File: config.mk
export PLATFORM = sky130hd
export DESIGN_NAME = disaggregator_flat
export DESIGN_NICKNAME = d
export VERILOG_FILES = /design/src/rtl/disaggregator_if.sv /design/src/rtl/disaggregator.sv /design/src/flat_wrapper.sv
export SDC_FILE = /design/constraint.sdc
export NUM_CORES = 1
export LEC_CHECK = 0
export ABC_AREA = 1
export CAP_MARGIN = 20
export CORE_ASPECT_RATIO = 1.75
export CORE_UTILIZATION = 52
export DETAILED_ROUTE_END_ITERATION = 8
export GPL_TIMING_DRIVEN = 0
export PLACE_DENSITY = 0.85
export SYNTH_ARGS = -nofsm -noshare
export SYNTH_HDL_FRONTEND = slang
export SYNTH_SLANG_ARGS = --single-unit
File: constraint.sdc
create_clock -name clk -period 5.15 [get_ports clk]
set_input_delay 1.03 -clock clk [delete_from_list [all_inputs] [get_ports clk]]
set_output_delay 1.03 -clock clk [all_outputs]
set_load 0.02 [all_outputs]
File: src/rtl/disaggregator_if.sv
// Handshake bundle for the disaggregator: FWFT sender side in, narrow receiver FIFO side out.
// The master modport is the disaggregator's view; slave is the surrounding FIFOs' view.
interface disaggregator_if #(
  parameter int unsigned DATA_WIDTH  = 16,
  parameter int unsigned FETCH_WIDTH = 4
);
  logic [FETCH_WIDTH*DATA_WIDTH-1:0] sender_data;
  logic                              sender_empty_n;
  logic                              sender_deq;
  logic [DATA_WIDTH-1:0]             receiver_data;
  logic                              receiver_full_n;
  logic                              receiver_enq;

  modport master (
    input  sender_data,
    input  sender_empty_n,
    input  receiver_full_n,
    output sender_deq,
    output receiver_data,
    output receiver_enq
  );

  modport slave (
    output sender_data,
    output sender_empty_n,
    output receiver_full_n,
    input  sender_deq,
    input  receiver_data,
    input  receiver_enq
  );
endinterface

File: src/rtl/disaggregator.sv
// Splits one wide FWFT word into FETCH_WIDTH narrow beats, lane 0 first.
// Define DISAGGREGATOR_PREFETCH_EN to reload on the last beat for bubble-free streaming.
module disaggregator #(
  parameter int unsigned DATA_WIDTH  = 16,
  parameter int unsigned FETCH_WIDTH = 4
) (
  input logic             clk,
  input logic             rst,
  disaggregator_if.master bus
);
  localparam int unsigned     IdxW    = $clog2(FETCH_WIDTH);
  localparam logic [0:0]      StEmpty = 1'b0;
  localparam logic [0:0]      StSend  = 1'b1;
  localparam logic [IdxW-1:0] LastIdx = IdxW'(FETCH_WIDTH - 1);

  logic [0:0]                             state_q, state_d;
  logic [FETCH_WIDTH-1:0][DATA_WIDTH-1:0] buf_q, buf_d;
  logic [IdxW-1:0]                        idx_q, idx_d;
  logic                                   deq, enq;

  always_comb begin
    state_d = state_q;
    buf_d   = buf_q;
    idx_d   = idx_q;
    deq     = 1'b0;
    enq     = 1'b0;
    case (state_q)
      StEmpty: begin
        deq = bus.sender_empty_n;
        if (deq) begin
          buf_d   = bus.sender_data;
          idx_d   = '0;
          state_d = StSend;
        end
      end
      default: begin
        enq = bus.receiver_full_n;
        if (enq) begin
          if (idx_q != LastIdx) begin
            idx_d = idx_q + 1'b1;
`ifdef DISAGGREGATOR_PREFETCH_EN
          end else if (bus.sender_empty_n) begin
            // Last beat overlaps the next load, so the FSM stays in SEND.
            deq   = 1'b1;
            buf_d = bus.sender_data;
            idx_d = '0;
`endif
          end else begin
            state_d = StEmpty;
          end
        end
      end
    endcase
  end

  always_ff @(posedge clk or posedge rst) begin
    if (rst) begin
      state_q <= StEmpty;
      buf_q   <= '0;
      idx_q   <= '0;
    end else begin
      state_q <= state_d;
      buf_q   <= buf_d;
      idx_q   <= idx_d;
    end
  end

  // Handshakes are masked during reset so nothing is popped or pushed while held.
  assign bus.sender_deq    = deq & ~rst;
  assign bus.receiver_enq  = enq & ~rst;
  assign bus.receiver_data = buf_q[idx_q];
endmodule

File: src/flat_wrapper.sv
// flat-port wrapper written by rule: the top's interface ports become plain ports
module disaggregator_flat 
#(
  parameter int unsigned DATA_WIDTH  = 16,
  parameter int unsigned FETCH_WIDTH = 4
)
  (clk, rst, bus_sender_data, bus_sender_empty_n, bus_receiver_full_n, bus_sender_deq, bus_receiver_data, bus_receiver_enq);
  disaggregator_if #(.DATA_WIDTH(DATA_WIDTH), .FETCH_WIDTH(FETCH_WIDTH)) bus_i ();
  input logic clk;
  input logic rst;
  input wire logic [$bits(bus_i.sender_data)-1:0] bus_sender_data;
  input wire logic [$bits(bus_i.sender_empty_n)-1:0] bus_sender_empty_n;
  input wire logic [$bits(bus_i.receiver_full_n)-1:0] bus_receiver_full_n;
  output wire logic [$bits(bus_i.sender_deq)-1:0] bus_sender_deq;
  output wire logic [$bits(bus_i.receiver_data)-1:0] bus_receiver_data;
  output wire logic [$bits(bus_i.receiver_enq)-1:0] bus_receiver_enq;
  assign bus_i.sender_data = bus_sender_data;
  assign bus_i.sender_empty_n = bus_sender_empty_n;
  assign bus_i.receiver_full_n = bus_receiver_full_n;
  assign bus_sender_deq = bus_i.sender_deq;
  assign bus_receiver_data = bus_i.receiver_data;
  assign bus_receiver_enq = bus_i.receiver_enq;
  disaggregator #(.DATA_WIDTH(DATA_WIDTH), .FETCH_WIDTH(FETCH_WIDTH)) u_core (.clk(clk), .rst(rst), .bus(bus_i));
endmodule
# ---- Word-level counts from Yosys, hierarchy flattened
# Index checks and enable logic that the tools add are counted.
dict set report word_totals {
  register_bits 67
  input_bits 68
  wordCells 30
}
dict set report classes {
  add_sub_neg 1
  n_lt_le_gt_ge 1
  n_eq_ne 3
  mux 12
  n_bitwise 4
  n_reduce_logical 3
}
# op n
set ops {}
lappend ops {{$bmux 16 s2} 1}
lappend ops {{$mux 16} 1}
lappend ops {{$mux 2} 4}
lappend ops {{$mux 1} 6}
lappend ops {{$ne 2x2->1 const B} 3}
lappend ops {{$lt 2x3->1 const B} 1}
lappend ops {{$reduce_and 3->1} 1}
lappend ops {{$add 2x1->2 const B} 1}
lappend ops {{$and 1x1->1} 2}
lappend ops {{$not 1->1} 2}
lappend ops {{$reduce_and 2->1} 1}
lappend ops {{$reduce_bool 2->1} 1}

# ---- Logic depth before layout (Yosys ltp)
# Gate-level depths: netlist of the first run.
dict set report depth {
  word_depth 4
  depth_mapped 7
  mapped_depth_nobuf 7
}

# ---- Worst setup path before layout of the first run
# Ideal clock, no wire load.
dict set report synth_timing {
  path_kind {input to output}
  start {input bus_sender_empty_n}
  end {output bus_sender_deq}
  t_arrival_ns 1.685
  slack_ns 2.435
  stages 4
  path_cell_list {buf_4 nand2_4 buf_2 nor2_1}
}
dict set report synth_via {
  elab_chain_len 2
}
# element line
set synth_lines {}
lappend synth_lines {{start: declaration} flat_wrapper.sv:12} ;# input wire logic [$bits(bus_i.sender_empty_n)-1:0] bus_sender_empty_n;
lappend synth_lines {{$mux 1} disaggregator.sv:27} ;# case (state_q)
lappend synth_lines {{$and 1x1->1} disaggregator.sv:69} ;# assign bus.sender_deq = deq & ~rst;
lappend synth_lines {{end: declaration} flat_wrapper.sv:14} ;# output wire logic [$bits(bus_i.sender_deq)-1:0] bus_sender_deq;
# No other way between the ends.

# ---- Worst setup path in the final report of the first run
dict set report layout_timing {
  start {input rst}
  end {output bus_receiver_enq}
}
dict set report layout_via {
  elab_chain_len 2
}
# element line
set layout_lines {}
lappend layout_lines {{start: declaration} flat_wrapper.sv:10} ;# input logic rst;
lappend layout_lines {{$not 1->1} disaggregator.sv:70} ;# assign bus.receiver_enq = enq & ~rst;
lappend layout_lines {{$and 1x1->1} disaggregator.sv:70}
lappend layout_lines {{end: declaration} flat_wrapper.sv:16} ;# output wire logic [$bits(bus_i.receiver_enq)-1:0] bus_receiver_enq;
# No other way between the ends.

==> results.ini, run 1 <==
[timing]
fin_skew_ns=0.00636
worst_slack_ns=1.82
setup_viol=0
worst_pin_slew_ns=0.701
final.setup.tns_ns=0
period_share_pct=64.8
period_needed_ns=3.33
finalHoldViolations=0
rsz0062_at_grt=false
drv_slew=0
fmax_mhz=300
relSlewSlack_pct=53.2

[global_routing]
met1_usage_pct=33.4
grt-busiest-layer=met2
grt_usage_pct=29.5
grt_util_met3_pct=6.99
globalRouteMet2Util_pct=48.8
grt_pass1_wl_um=13500
grt.overflow.total=0
grt_pass1_vias=2916
grt_max_degree=35
antenna_found_initial=0

[worst_setup_path]
r2r_cells=6
crit_type=input pin to primary output
crit_chain=clkdlybuf4s50_1 > nor3_1 > clkdlybuf4s50_1
crit_fanout=3
required_ns=4.12
max_stage_delay_ns=0.62
slowest_stage=clkdlybuf4s50_1
crit_buf_inv=2
crit_family=buffers and inverters
worst_path_most_repeated_cell=clkdlybuf4s50_1
cp-end-kind=primary output
path_depth=3
crit_path_start_kind=input pin
arrival_ns=2.30

[yosys]
yosysWarnings=0
synth.distinct_cells=18
synth_area_per_cell_um2=8.12
synthCells=390
syn-cell-area_um2=3170
synth_seq_cells=67
syn_nets=459
ys_seq_area_share_pct=53.0

[power_and_ir_drop]
p_clk_share_pct=15.3
p_comb_share_pct=51.0
seq_power_share_pct=33.8
p_leak_nw=2.16
pwr_density_cell_nw_per_um2=601
ir_worst_vdd_uv=309
switching_power_w=0.00108
p_int_w=0.00150
swShare_pct=41.8

[route]
ant_nets=0
first_pass_iters=4
drc=0
drt_iter0_drc=190
drt-vias-per-instance=5.18
drt-wirelength-per-cell_um=15.0
drt_wl_total_um=8520
vias=2944

[final_layout]
multiInputGateArea_um2=1190
seq_area_um2=1680
nets=555
filler_cell_count=471
final_cell_mix=nand2_1 (121), clkdlybuf4s50_1 (84), dfrtp_1 (67), nand3_1 (36), inv_1 (35)
synthToLayoutAreaGrowth_pct=35.9
layout_commonest_cell=nand2_1
drive_gt1_share_pct=8.57
n_antenna_cell=0

[clock_network]
worstSkewPairLatency_ns=0.35
post_cts_buffers=0
numClockSinks=67
cts_buffer_depth=2
path_clk_slew_ns=0.07
cts_tree=yes
h-tree-depth=3
cts_made_buffers=9
cts-root-buf=clkbuf_8
cts_resized=0
ctsHoldBuffers=0

[place]
numPortBuffers=84
post-dp-hpwl_um=6680
pre_cts_ws_ns=1.82
gp_congestion=0.893

[min_path]
min_path_type=register to register
min_path_cells=2

[floorplan]
io_pins=86
initial_utilization_pct=53.8
coreArea_um2=5880
rows=37
dieArea_um2=6420
die-height_um=105
die_x_um=61.0

[job]
max_cap_violations=0

[status]
status=finished clean

## per-layer routing
metal | part of all wire [%] | vias up
met3 | 3.7 | 28
li1 | - | 1443
met5 | 0 | -
met2 | 54 | 105
met4 | 4.6 | 0
met1 | 38 | 1368
## worst register-to-register path, delay by kind of cell (launching register included)
family / cells / cell delay (ns)
flip-flops: 1 / 0.43
AND/OR/NAND/NOR: 3 / 0.26
buffers and inverters: 3 / 0.52
## sequential cells by signal, summed over array words and instances, names as in the netlist
name	cells
u_core.idx_q	2
u_core.state_q	1
u_core.buf_q	64
## power by group through the flow
stage | sequential [W] | combinational, W | clock (W)
3_3_place_gp | 0.000866 | 0.00127 | 0
3_5_place_dp | 0.000877 | 0.00131 | 0
2_1_floorplan | 0.000839 | 0.000823 | 0
5_1_grt | 0.000889 | 0.00144 | 0.000423
4_1_cts | 0.000869 | 0.00132 | 0.000399
6_report | 0.000873 | 0.00132 | 0.000395
## synthesized netlist by cell type
library cell,n,area (um2)
buf_6,3,33.8
nand2_4,1,11.3
a21oi_1,31,155
nor2_1,34,128
clkbuf_1,3,11.3
inv_1,36,135
nand2_2,1,6.26
buf_2,15,75.1
o21ai_0,3,15.0
nand3_1,36,180
dfrtp_1,67,1680
o211ai_1,30,225
nand2_1,121,454
nor3_1,1,5.00
buf_4,4,30.0
inv_2,2,7.51
buf_1,1,3.75
ha_1,1,12.5
## logic make-up (layout without fill, tap and decap cells)
logic type      count (synthesis)  after routing  synth area share, %
buf+inv                        64            164                 9.37
fa+ha+maj                       1              1                0.395
compound gates                 64             64                 12.5
flops                          67             67                 53.0
simple gates                  194            194                 24.8
## cell type report
| type | instances | area share, % |
|---|---|---|
| buffer | 26 | 3.58 |
| clock buffer | 13 | 3.93 |
| clock inverter | 2 | 0.233 |
| inverter | 38 | 3.31 |
| multi-input combinational | 259 | 27.7 |
| sequential | 67 | 39.0 |
| tap | 78 | 2.27 |
| timing repair buffer | 85 | 20.0 |
## final timing paths
kind / end / from / slack (ns)
max: bus_receiver_enq / rst / 1.82
min: u_core.buf_q[19]$_DFFE_PP0P_ / u_core.buf_q[19]$_DFFE_PP0P_ / 0.48
max reg2reg: u_core.buf_q[55]$_DFFE_PP0P_ / u_core.state_q$_DFF_PP0_ / 3.84
min reg2reg: u_core.buf_q[19]$_DFFE_PP0P_ / u_core.buf_q[19]$_DFFE_PP0P_ / 0.48
max in group asynchronous: u_core.buf_q[14]$_DFFE_PP0P_ / rst / 3.35
min in group asynchronous: u_core.buf_q[3]$_DFFE_PP0P_ / rst / 1.18
## stage by stage
step / util (%) / power [W] / instance area, um2 / hold WS [ns] / cells
2_1_floorplan: - / 0.00166 / 3170 / 0.437 / 390
3_3_place_gp: 69.8 / 0.00214 / 4100 / 0.454 / 552
3_5_place_dp: 70.1 / 0.00219 / 4120 / 0.458 / 553
4_1_cts: 73.2 / 0.00258 / 4300 / 0.474 / 568
5_1_grt: 73.2 / 0.00275 / 4300 / 0.505 / 568
6_report: 73.2 / 0.00258 / 4300 / 0.476 / 568
(Power assumes the default switching activity.)
==> inputs of run 2 (changes only) <==
Settings changed: CORE_UTILIZATION 52 to 44, PLACE_DENSITY 0.85 to 0.77.
Clock period 5.15 ns to 2.85 ns, I/O delays scaled along.
==> run 2 against run 1 <==
Effect of this change:
- count of clock-buffer cells in the layout decreased by 2
- final area up 2.9%
- via count fell by 0.85%
- wire length rose by 2.6%
- utilization decreased by 9.1 points
- global-route usage is 4.0 points lower
- power increased by 95%
- die area up 18%
- clock power increased to 2.8 times the previous value
- largest cell class unchanged
- largest power group unchanged
==> results.ini, run 2 (synthesis results as in run 1) <==
[floorplan]
initial_utilization_pct=45.8
coreArea_um2=6910
io_pins=86
dieArea_um2=7550
die-height_um=114
rows=40
die_x_um=66.1

[final_layout]
top_regs=u_core.buf_q: 64 flops, u_core.idx_q: 2 flops, u_core.state_q: 1 flops
regMostFlops=u_core.buf_q
finalNonFillerCells=575
largest_reg_flops=64
filler_cell_count=614
fin_util_pct=64.1
n_antenna_cell=0
synthToLayoutAreaGrowth_pct=39.9
final_cell_mix=nand2_1 (121), clkdlybuf4s50_1 (84), dfrtp_1 (67), nand3_1 (36), inv_1 (35)
layout_commonest_cell=nand2_1
nets=555
drive_gt1_share_pct=8.76

[worst_setup_path]
slowest_stage=clkdlybuf4s50_1
required_ns=2.28
crit_type=register to primary output
crit_buf_inv=4
crit_fanout=10
crit_family=buffers and inverters
max_stage_delay_ns=0.60
arrival_ns=2.20
crit_chain=buf_2 > inv_1 > clkbuf_4 > o211ai_1 > nand2_1 > clkdlybuf4s50_1
crit_path_start_kind=register
cp-end-kind=primary output

[power_and_ir_drop]
seq_power_share_pct=31.3
p_int_w=0.00304
p_clk_share_pct=21.6
switching_power_w=0.00200
pwr_density_cell_nw_per_um2=1140
swShare_pct=39.7
p_comb_share_pct=47.1
p_leak_nw=2.21
ir_worst_vdd_uv=518

[clock_network]
cts-root-buf=clkbuf_16
h-tree-depth=3
cts_tree=yes
worstSkewPairLatency_ns=0.33
path_clk_slew_ns=0.06
cts_buffer_depth=2
ctsHoldBuffers=0
cts_made_buffers=9
numClockSinks=67

[timing]
period_needed_ns=2.77
finalHoldViolations=0
setup_viol=0
fin_skew_ns=0.00481
fmax_mhz=361
drv_slew=0
holdWs_ns=0.473
worst_pin_slew_ns=0.536
rsz0062_at_grt=false
relSlewSlack_pct=64.2
period_share_pct=97.1

[route]
drt_iter0_drc=258
ant_nets=0
drt-vias-per-instance=5.08
drc=0
drt-wirelength-per-cell_um=15.2
drt_wl_total_um=8740
vias=2919
first_pass_iters=5

[global_routing]
grt_max_degree=45
grt_pass1_vias=2977
grt_pass1_wl_um=14000
antenna_found_initial=0
grt.overflow.total=0
grt_usage_pct=25.5

[job]
max_cap_violations=0

[place]
post-dp-hpwl_um=6690
gp_congestion=0.950
dp_cells=559
numPortBuffers=84

[min_path]
min_path_type=register to register

[status]
status=finished clean

[run 2: cell types whose count changed in the layout (fill, tap and decap cells not counted)]
cell        delta
buf_2          -1
bufinv_16      +1
clkbuf_16      +9
clkbuf_4       +1
clkbuf_8      -11
clkinv_2       +1
clkinvlp_4     +1
[run 2: path summary, 6_finish.rpt]
path | start | to | slack [ns] | depth (start not counted)
min in group asynchronous | rst | u_core.idx_q[1]$_DFFE_PP0P_ | 0.65 | 2
max in group asynchronous | rst | u_core.buf_q[13]$_DFFE_PP0P_ | 1.58 | 3
hold reg to reg | u_core.buf_q[56]$_DFFE_PP0P_ | u_core.buf_q[56]$_DFFE_PP0P_ | 0.47 | 2
hold / removal | u_core.buf_q[56]$_DFFE_PP0P_ | u_core.buf_q[56]$_DFFE_PP0P_ | 0.47 | 2
setup / recovery | u_core.idx_q[1]$_DFFE_PP0P_ | bus_receiver_data[7] | 0.08 | 6
setup reg to reg | u_core.state_q$_DFF_PP0_ | u_core.buf_q[57]$_DFFE_PP0P_ | 1.58 | 6
[run 2: layer usage]
| metal | part of all wire (%) | GRT usage, % | up-vias |
|---|---|---|---|
| li1 | - | - | 1451 |
| met2 | 52 | 43.0 | 101 |
| met5 | 0 | 0 | - |
| met4 | 5.5 | 19.9 | 0 |
| met1 | 37 | 27.7 | 1335 |
| met3 | 4.6 | 4.08 | 32 |
[run 2: layout make-up]
class / instances / area (um2) / area share, %
clock buffers: 11 / 243 / 5.48
multi-input cells: 259 / 1190 / 26.9
inverters: 38 / 143 / 3.22
clock inverters: 5 / 52.6 / 1.19
flip-flops and latches: 67 / 1680 / 37.9
well taps: 84 / 105 / 2.37
repair buffers: 85 / 861 / 19.4
plain buffers: 26 / 156 / 3.53
[run 2: power groups by stage]
stage	logic (W)	registers, W	clock network [W]
after CTS	0.00238	0.00157	0.00110
final	0.00237	0.00158	0.00109
after floorplan	0.00149	0.00152	0
after detailed placement	0.00237	0.00158	0
after global placement	0.00230	0.00156	0
after global routing	0.00261	0.00161	0.00114
[run 2: repair_timing]
action	in CTS	in global routing
resized for setup	0	1
setup buffers	0	0
setup endpoints to repair	0	2
[run 2: per-stage QoR]
step | total power, W | setup slack, ns | cell area (um2) | TNS, ns
after floorplan | 0.00300 | 0.597 | 3170 | 0
final | 0.00504 | 0.0822 | 4430 | 0
after global routing | 0.00536 | 0.0134 | 4430 | 0
after detailed placement | 0.00395 | 0.411 | 4130 | 0
after global placement | 0.00387 | -0.485 | 4110 | -32.33
after CTS | 0.00505 | 0.0624 | 4430 | 0
[run 2: worst reg2reg max path: cells and delay by family (launching register included)]
| kind | cells | cell delay (ns) |
|---|---|---|
| buf+inv | 3 | 0.51 |
| flops | 1 | 0.41 |
| simple gates | 3 | 0.24 |
